--- config.mk ---
export PLATFORM = sky130hd
export DESIGN_NAME = reaction_timer_top
export DESIGN_NICKNAME = d
export VERILOG_FILES = /design/src/rtl/reaction_timer_pkg.sv /design/src/rtl/sseg_mux.sv /design/src/rtl/reaction_timer_top.sv
export SDC_FILE = /design/constraint.sdc
export NUM_CORES = 1
export LEC_CHECK = 0
export ABC_AREA = 1
export CAP_MARGIN = 10
export CORE_MARGIN = 2
export CORE_UTILIZATION = 50
export DETAILED_ROUTE_END_ITERATION = 10
export GPL_TIMING_DRIVEN = 0
export PLACE_DENSITY = 0.68
export SYNTH_ARGS = -nofsm -noshare
export SYNTH_HDL_FRONTEND = slang
export SYNTH_HIERARCHICAL = 1
export SYNTH_SLANG_ARGS = --single-unit
--- constraint.sdc ---
create_clock -name clk -period 9.5 [get_ports clk]
set_clock_uncertainty 0.2 [all_clocks]
set_input_delay 1.9 -clock clk [delete_from_list [all_inputs] [get_ports clk]]
set_output_delay 1.9 -clock clk [all_outputs]
set_load 0.02 [all_outputs]
--- src/rtl/reaction_timer_pkg.sv ---
// Shared types and constants for the reaction timer: FSM states, digit
// codes, segment patterns, LFSR seed and the cheat result.
package reaction_timer_pkg;

  typedef enum logic [1:0] {
    ST_IDLE,
    ST_WAIT,
    ST_TIMING,
    ST_DONE
  } rt_state_t;

  // Active-low segment patterns, bit7 = dp, bits 6..0 = g..a
  localparam logic [7:0] SEG_H     = 8'h89;
  localparam logic [7:0] SEG_I     = 8'hF9;
  localparam logic [7:0] SEG_BLANK = 8'hFF;

  // 5-bit digit codes fed to the display mux: 0..9 are BCD values
  localparam logic [4:0] DIG_H     = 5'd10;
  localparam logic [4:0] DIG_I     = 5'd11;
  localparam logic [4:0] DIG_BLANK = 5'd31;

  localparam logic [15:0] LFSR_SEED = 16'hACE1;

  // Result shown when the button is pressed before the light
  localparam logic [15:0] CHEAT_BIN = 16'd9999;
  localparam logic [15:0] CHEAT_BCD = 16'h9999;

  // Increment a 4-digit packed BCD value, wrapping 9999 -> 0000
  function automatic logic [15:0] bcd_inc(input logic [15:0] v);
    logic [15:0] r;
    logic        carry;
    r     = v;
    carry = 1'b1;
    for (int unsigned i = 0; i < 4; i++) begin
      if (carry) begin
        if (v[4*i +: 4] == 4'd9) begin
          r[4*i +: 4] = 4'd0;
        end else begin
          r[4*i +: 4] = v[4*i +: 4] + 4'd1;
          carry       = 1'b0;
        end
      end
    end
    return r;
  endfunction

endpackage

--- src/rtl/sseg_mux.sv ---
// Four-digit multiplexed 7-segment driver. A free-running refresh counter
// selects one digit at a time (top two bits); outputs are active-low.
module sseg_mux
  import reaction_timer_pkg::*;
#(
  parameter int REFRESH_BITS = 18
) (
  input  logic       clk,
  input  logic       rst_n,
  input  logic [4:0] dig0_i,
  input  logic [4:0] dig1_i,
  input  logic [4:0] dig2_i,
  input  logic [4:0] dig3_i,
  output logic [7:0] an_o,
  output logic [7:0] sseg_o
);

  logic [REFRESH_BITS-1:0] refresh_q;
  logic [1:0]              sel;
  logic [4:0]              code;

  // Refresh counter, cleared asynchronously so digit 0 is shown out of reset
  always_ff @(posedge clk or negedge rst_n) begin
    if (!rst_n) refresh_q <= '0;
    else        refresh_q <= refresh_q + 1'b1;
  end

  assign sel = refresh_q[REFRESH_BITS-1 -: 2];

  // Digit select and anode enable; upper four anodes are never used
  always_comb begin
    code = DIG_BLANK;
    an_o = 8'hFF;
    case (sel)
      2'd0: begin code = dig0_i; an_o = 8'hFE; end
      2'd1: begin code = dig1_i; an_o = 8'hFD; end
      2'd2: begin code = dig2_i; an_o = 8'hFB; end
      default: begin code = dig3_i; an_o = 8'hF7; end
    endcase
  end

  // Digit code to active-low segment pattern
  always_comb begin
    sseg_o = SEG_BLANK;
    case (code)
      5'd0:    sseg_o = 8'hC0;
      5'd1:    sseg_o = 8'hF9;
      5'd2:    sseg_o = 8'hA4;
      5'd3:    sseg_o = 8'hB0;
      5'd4:    sseg_o = 8'h99;
      5'd5:    sseg_o = 8'h92;
      5'd6:    sseg_o = 8'h82;
      5'd7:    sseg_o = 8'hF8;
      5'd8:    sseg_o = 8'h80;
      5'd9:    sseg_o = 8'h90;
      DIG_H:   sseg_o = SEG_H;
      DIG_I:   sseg_o = SEG_I;
      default: sseg_o = SEG_BLANK;
    endcase
  end

endmodule

--- src/rtl/reaction_timer_top.sv ---
// Reaction-time tester: random wait, light, then count ms until stop.
// Optional feature macro: RT_CHEAT_DETECT_EN (stop during the wait ends the
// trial with 9999); when undefined, stop during the wait is ignored.
module reaction_timer_top
  import reaction_timer_pkg::*;
#(
  parameter int TICKS_PER_MS = 100_000,
  parameter int MIN_DELAY_MS = 2000,
  parameter int TIMEOUT_MS   = 1000,
  parameter int REFRESH_BITS = 18
) (
  input  logic        clk,
  input  logic        rst,
  input  logic        start,
  input  logic        stop,
  input  logic        clear,
  input  logic [15:0] SW,
  output logic [7:0]  an,
  output logic [7:0]  sseg,
  output logic        led,
  output logic [15:0] LED
);

  localparam int PW = (TICKS_PER_MS > 1) ? $clog2(TICKS_PER_MS) : 1;

  // [0],[1] synchronizer, [2] previous synchronized value
  logic [2:0]  start_sync_q, stop_sync_q, clear_sync_q;
  logic        start_edge_q, stop_edge_q, clear_edge_q;
  logic        start_rise;

  logic [15:0] lfsr_q, lfsr_d;
  rt_state_t   state_q;
  logic [PW-1:0] presc_q;
  logic        tick;
  logic [15:0] delay_q;
  logic [15:0] bin_q;
  logic [15:0] bcd_q, bcd_d;
  logic        led_q;
  logic [4:0]  dig0, dig1, dig2, dig3;

  assign start_rise = start_sync_q[1] & ~start_sync_q[2];

  // Input synchronizers and registered rising-edge pulses
  always_ff @(posedge clk or negedge rst) begin
    if (!rst) begin
      start_sync_q <= '0;
      stop_sync_q  <= '0;
      clear_sync_q <= '0;
      start_edge_q <= 1'b0;
      stop_edge_q  <= 1'b0;
      clear_edge_q <= 1'b0;
    end else begin
      start_sync_q <= {start_sync_q[1:0], start};
      stop_sync_q  <= {stop_sync_q[1:0], stop};
      clear_sync_q <= {clear_sync_q[1:0], clear};
      start_edge_q <= start_rise;
      stop_edge_q  <= stop_sync_q[1] & ~stop_sync_q[2];
      clear_edge_q <= clear_sync_q[1] & ~clear_sync_q[2];
    end
  end

  assign lfsr_d = {lfsr_q[14:0], lfsr_q[15] ^ lfsr_q[14] ^ lfsr_q[12] ^ lfsr_q[3]};

  // LFSR: seeded one cycle ahead of the start pulse so the FSM loads the
  // delay from the freshly seeded value; free-runs otherwise
  always_ff @(posedge clk or negedge rst) begin
    if (!rst)            lfsr_q <= LFSR_SEED;
    else if (start_rise) lfsr_q <= (SW == '0) ? LFSR_SEED : SW;
    else                 lfsr_q <= lfsr_d;
  end

  assign tick  = (presc_q == PW'(TICKS_PER_MS - 1));
  assign bcd_d = bcd_inc(bcd_q);

  // Trial FSM with ms prescaler, wait countdown and result counters
  always_ff @(posedge clk or negedge rst) begin
    if (!rst) begin
      state_q <= ST_IDLE;
      presc_q <= '0;
      delay_q <= '0;
      bin_q   <= '0;
      bcd_q   <= '0;
      led_q   <= 1'b0;
    end else begin
      presc_q <= tick ? '0 : presc_q + 1'b1;
      if (clear_edge_q) begin
        state_q <= ST_IDLE;
        led_q   <= 1'b0;
      end else begin
        case (state_q)
          ST_IDLE, ST_DONE: begin
            // stop outranks start even though stop has no effect here
            if (!stop_edge_q && start_edge_q) begin
              state_q <= ST_WAIT;
              presc_q <= '0;
              delay_q <= 16'(MIN_DELAY_MS) + {3'b000, lfsr_q[12:0]};
              bin_q   <= '0;
              bcd_q   <= '0;
              led_q   <= 1'b0;
            end
          end
          ST_WAIT: begin
`ifdef RT_CHEAT_DETECT_EN
            if (stop_edge_q) begin
              state_q <= ST_DONE;
              bin_q   <= CHEAT_BIN;
              bcd_q   <= CHEAT_BCD;
              led_q   <= 1'b0;
            end else
`endif
            if (tick) begin
              if (delay_q == 16'd1) begin
                state_q <= ST_TIMING;
                presc_q <= '0;
                led_q   <= 1'b1;
              end else begin
                delay_q <= delay_q - 16'd1;
              end
            end
          end
          ST_TIMING: begin
            // A stop coinciding with a tick freezes the pre-tick count
            if (stop_edge_q) begin
              state_q <= ST_DONE;
              led_q   <= 1'b0;
            end else if (tick) begin
              bin_q <= bin_q + 16'd1;
              bcd_q <= bcd_d;
              if (bin_q == 16'(TIMEOUT_MS - 1)) begin
                state_q <= ST_DONE;
                led_q   <= 1'b0;
              end
            end
          end
          default: state_q <= ST_IDLE;
        endcase
      end
    end
  end

  // Digit codes presented to the display for each state
  always_comb begin
    dig3 = DIG_BLANK;
    dig2 = DIG_BLANK;
    dig1 = DIG_BLANK;
    dig0 = DIG_BLANK;
    case (state_q)
      ST_IDLE: begin
        dig1 = DIG_H;
        dig0 = DIG_I;
      end
      ST_WAIT: ;
      default: begin
        dig3 = {1'b0, bcd_q[15:12]};
        dig2 = {1'b0, bcd_q[11:8]};
        dig1 = {1'b0, bcd_q[7:4]};
        dig0 = {1'b0, bcd_q[3:0]};
      end
    endcase
  end

  sseg_mux #(
    .REFRESH_BITS(REFRESH_BITS)
  ) u_sseg_mux (
    .clk   (clk),
    .rst_n (rst),
    .dig0_i(dig0),
    .dig1_i(dig1),
    .dig2_i(dig2),
    .dig3_i(dig3),
    .an_o  (an),
    .sseg_o(sseg)
  );

  assign led = led_q;
  assign LED = bin_q;

endmodule

# After elaboration in Yosys (flattened, before gate mapping)
# Memory sizes are Yosys's and may differ from the RTL's.
# Index checks and enable logic that the tools add are counted.
dict set report op_classes {
  addsub 9
  eq_ne 25
  mux 54
  n_bitwise 10
  n_reduce_logical 15
}
# op n
set ops {}
lappend ops {{$mux W16} 10}
lappend ops {{$pmux W16 S2} 3}
lappend ops {{$mux W17} 5}
lappend ops {{$pmux W17 S2} 1}
lappend ops {{$mux W4} 7}
lappend ops {{$pmux W5 S2} 2}
lappend ops {{$add A18 B1 Y18 const B} 1}
lappend ops {{$reduce_and A6 Y1} 3}
lappend ops {{$add A17 B1 Y17 const B} 1}
lappend ops {{$eq A17 B17 Y1 const B} 1}
lappend ops {{$add A16 B1 Y16 const B} 1}
lappend ops {{$add A4 B1 Y4 const B} 4}
lappend ops {{$eq A16 B1 Y1 const B} 1}
lappend ops {{$eq A16 B10 Y1 const B} 1}
lappend ops {{$eq A4 B4 Y1 const B} 4}
lappend ops {{$logic_not A16 Y1} 1}
lappend ops {{$ne A2 B2 Y1 const B} 8}
lappend ops {{$sub A16 B1 Y16 const B} 1}
lappend ops {{$pmux W5 S3} 1}
lappend ops {{$reduce_and A5 Y1} 3}
lappend ops {{$add A11 B13 Y14 const A} 1}
lappend ops {{$mux W2} 7}
lappend ops {{$mux W1} 12}
lappend ops {{$pmux W4 S3} 1}
lappend ops {{other kinds (16)} 33}
dict set report totals {
  ff_bits 114
  rom_bits 112
  input_bits 21
  word_cells 131
  mem_count 1
}
# memory words width read_ports rd_clocked_by_memory_dff write_ports line_no
set memory_table {}
lappend memory_table {{(name not given)} 16 7 1 0 0 sseg_mux.sv:45} ;# case (code)

# Depth between registers and ports, before layout
dict set report depth {
  ltp_word 8
  mapped_depth 16
  mapped_depth_nobuf 15
}

# Hierarchy
# The synthesis kept the hierarchy.
# mod n_inst cells_per_inst area_per_inst_um2
set by_module_without_submodules {}
lappend by_module_without_submodules {reaction_timer_top 1 778 5761.8}
lappend by_module_without_submodules {sseg_mux 1 173 1316.3}

# Worst setup path before layout
# No wires, ideal clock.
dict set report synth_path {
  kind {register -> output}
  startpoint {register state_q[1]}
  endpoint {output port sseg[3]}
  arrival_ps 2417
  path_slack_ps 4983
  path_stages_with_launch 15
  cell_sequence {dfrtp_1 inv_1 ha_1 buf_2 nor2_1 inv_1 or2_2 nand3_1 nand4_2 inv_1 ha_1 nand2_1 nor2_1 nor2_1 nand2_1}
}
dict set report synth_via {
  elab_cells_between_ends 10
  classes_between {eq/ne: 1; mux: 6; reduce/logical: 2; memory: 1}
}
# item line_no
set synth_lines {}
lappend synth_lines {{from (decl)} reaction_timer_top.sv:32} ;# rt_state_t state_q;
lappend synth_lines {{from (signal assigned)} reaction_timer_top.sv:78} ;# state_q <= ST_IDLE;
lappend synth_lines {{from (signal assigned)} reaction_timer_top.sv:87} ;# state_q <= ST_IDLE;
lappend synth_lines {{from (signal assigned)} reaction_timer_top.sv:94} ;# state_q <= ST_WAIT;
lappend synth_lines {{$eq A2 B1 Y1 or $logic_not A2 Y1 (tied branches)} reaction_timer_top.sv:147} ;# case (state_q)
lappend synth_lines {{$pmux W5 S2 *} reaction_timer_top.sv:147}
lappend synth_lines {{named net dig0[4]} reaction_timer_top.sv:39} ;# logic [4:0] dig0, dig1, dig2, dig3;
lappend synth_lines {{$pmux W5 S3 *} sseg_mux.sv:34} ;# case (sel)
lappend synth_lines {{$mux W8 *} sseg_mux.sv:45}
lappend synth_lines {{to (decl)} reaction_timer_top.sv:19} ;# output logic [7:0] sseg,
# Mark *: on every way through the listed nets, which the timed path passes. The rest lies on a longest branch.

# Worst setup path after layout
# Ends and elaborated chain as after synthesis.

==> results.yml <==
layout:
  layout_commonest_cell: "nand2_1"
  final_cell_mix: "259 x nand2_1, 122 x nor2_1, 106 x dfrtp_1, 99 x inv_1, 87 x nand3_1"
  seq_area_um2: 2860
  diodes: 0
  syn_to_final_growth_pct: 19.4
  post-route-cell-area_um2: 8450
  multi_input_area_um2: 3630
  fin_nets: 1064
  layout-drive-gt1-share_pct: 11.6
  fillers: 1304
clock_network:
  cts.sinks: 114
  cts_buffers: 17
  clock_latency_ns: 0.42
  clk_pin_slew_ns: 0.05
  htreeDepth: 4
  cts.repair.resized: 0
  cts_root_buf: "clkbuf_16"
  cts_max_path_buffers: 2
  cts_tree: "yes"
  postCtsSetupRepairBufs: 0
  cts_hold_buf: 0
synthesis:
  ys_seq_area_share_pct: 40.4
  synth_enable_flop_cells: 0
  yosysWarnings: 6
  syn_area_um2: 7080
  avgSynthCellArea_um2: 7.44
  synth-async-reset-ratio_pct: 100
  synthCells: 951
  ys.flop_type: "dfrtp_1"
  synth.distinct_cells: 47
  ys_seq_elements: 114
grt:
  grt_max_degree: 96
  grt_pass1_vias: 6035
  grt_pass1_wl_mm: 27.5
  use_met2_pct: 38.1
  grt_use_met3_pct: 4.75
  antenna_found_initial: 0
  met1_usage_pct: 29.5
  busiest_layer: "met2"
  track_usage_pct: 22.8
  grt-ovfl-total: 0
setup_path:
  critical_path.max_fanout: 9
  slowest_delay_ns: 0.53
  rrSetupSlack_ns: 7.25
  end_kind: "output pin"
  r2r_start: "state_q[1]$_DFFE_PN0P_"
  arrival_ns: 3.83
  slowest_stage: "clkdlybuf4s50_1"
  rr_endpoint: "presc_q[6]$_DFF_PN0_"
  path_cells: "inv_1 > ha_1 > buf_2 > nor2_1 > inv_1 > or2_2 > nand3_1 > nand4_2 > inv_1 > ha_1 > nand2_1 > nor2_1 > nor2_1 > nand2_1 > clkdlybuf4s50_1"
  path_class: "flop to output pin"
  reg2regPathDepth: 8
  worstPathRequired_ns: 7.40
  start_kind: "flop"
power_and_ir_drop:
  leakage_nw: 4.08
  ir_worst_vdd_v: 0.000149
  total_power_mw: 2.25
  powerDensity_nw_per_um2: 266
timing:
  min_period_ns: 5.93
  final_max_slew_viol_count: 0
  fin_setup_tns_ns: 0
  tightest_slew_ns: 0.627
  rsz0062_at_grt: "false"
  hold_viol: 0
  relSlewSlack_pct: 57.9
  setup_viol: 0
  period_share_pct: 62.4
  max_freq_ghz: 0.169
hold_path:
  worstHoldStart: "clear_sync_q[0]$_DFF_PN0_"
  hp-class: "flop to flop"
  hold_path_depth: 0
  holdPathEnd: "clear_sync_q[1]$_DFF_PN0_"
detailed_routing:
  drt-wirelength-per-cell_um: 12.8
  drcViolationCount: 0
  dr.pass1.iters: 5
  vias: 6151
  drt_iter0_markers: 355
  vias_per_cell: 5.06
  detail-route-antenna-nets: 0
  routed_wl_mm: 15.6
floorplan:
  num_rows: 43
  ios: 54
  die_area_um2: 15100
  chipWidth_um: 123
  start_util_pct: 51.0
  core_um2: 13900
  die_h_um: 123
placed_design:
  dp_hpwl_mm: 11.2
  routabilityCongestion: 0.866
  port_buffers: 48
  placed_area_um2: 7830
outcome:
  outcome: "complete, no violations"
job:
  maxCapViolations: 0
## cell families (layout without fill, tap and decap cells)
logic type,count (synthesis),after routing,share of synthesized area (%)
simple gates,572,572,36.9
other cells,1,5,0.0530
xor+xnor,38,38,4.70
compound gates,71,71,5.78
buf+inv,135,216,8.54
fa+ha+maj,20,20,3.54
flops,114,114,40.4
## where the power goes
group	total, mW	internal, mW	switching, mW
clock network	0.671	0.446	0.225
registers	0.639	0.563	0.0756
logic	0.942	0.345	0.597
total	2.25	1.35	0.898
## cell type report
| type | instances | area share (%) |
|---|---|---|
| inverter | 110 | 4.94 |
| clock inverter | 9 | 1.50 |
| timing repair buffer | 49 | 6.03 |
| sequential | 114 | 33.9 |
| clock buffer | 23 | 5.89 |
| multi-input combinational | 706 | 42.9 |
| tap | 180 | 2.66 |
| buffer | 25 | 2.21 |
## worst max-delay path: cells and delay by family (launching register included)
kind,cells,cell delay [ns]
buffers and inverters,5,1.24
and+or+nand+nor,8,1.29
adders and majority gates,2,0.47
DFF,1,0.42
## routing by layer
layer	share of wire [%]	wire [um]
met1	46	7230
met4	1.6	250
met2	49	7590
met5	0	0
met3	3.2	492
## stage by stage
stage / hold slack [ns] / instances / setup WS [ns] / util, %
final: 0.149 / 1216 / 3.57 / 60.9
after CTS: 0.152 / 1216 / 3.57 / 60.9
after floorplan: 0.131 / 955 / 4.98 / -
after detailed placement: 0.139 / 1184 / 4.07 / 56.4
after global placement: 0.131 / 1183 / 1.80 / 56.2
after global routing: 0.159 / 1216 / 3.21 / 60.9
## cells in the mapped netlist, types with 6 or more instances
library cell	instances	area share (%)
clkbuf_1	6	0.32
xnor2_1	9	1.1
buf_4	8	0.85
buf_6	8	1.3
nor2_1	122	6.5
nor3_1	27	1.9
nand2_1	259	14
dfstp_2	8	3.0
nand4_1	21	1.9
dfrtp_1	106	37
o21ai_1	13	0.92
a21oi_1	13	0.92
nand3_1	87	6.2
nand2_2	9	0.80
o21ai_0	27	1.9
inv_1	99	5.3
nor2_2	8	0.71
xor2_1	29	3.6
or2_2	9	0.80
inv_2	7	0.37
ha_1	20	3.5
o21ai_2	6	0.74
## worst max path at each step
| stage | cells past startpoint | to | from | slack (ns) |
|---|---|---|---|---|
| after global routing | 15 | sseg[3] | state_q[1]$_DFFE_PN0P_ | 3.21 |
| after CTS | 15 | sseg[3] | state_q[1]$_DFFE_PN0P_ | 3.57 |
| after detailed placement | 15 | sseg[3] | state_q[1]$_DFFE_PN0P_ | 4.07 |
| after floorplan | 14 | sseg[3] | state_q[1]$_DFFE_PN0P_ | 4.98 |
| final | 15 | sseg[3] | state_q[1]$_DFFE_PN0P_ | 3.57 |
| after global placement | 1 | u_sseg_mux/refresh_q[0]$_DFF_PN0_ | rst | 1.80 |
## flip-flops by register name (all words and copies together), names as in the netlist
signal	flops
led	1
bcd_q	16
stop_edge_q	1
delay_q	16
LED	16
clear_edge_q	1
start_sync_q	3
lfsr_q	16
clear_sync_q	3
u_sseg_mux/refresh_q	18
presc_q	17
state_q	2
stop_sync_q	3
start_edge_q	1
No activity file was read; power rests on OpenSTA's default activity.
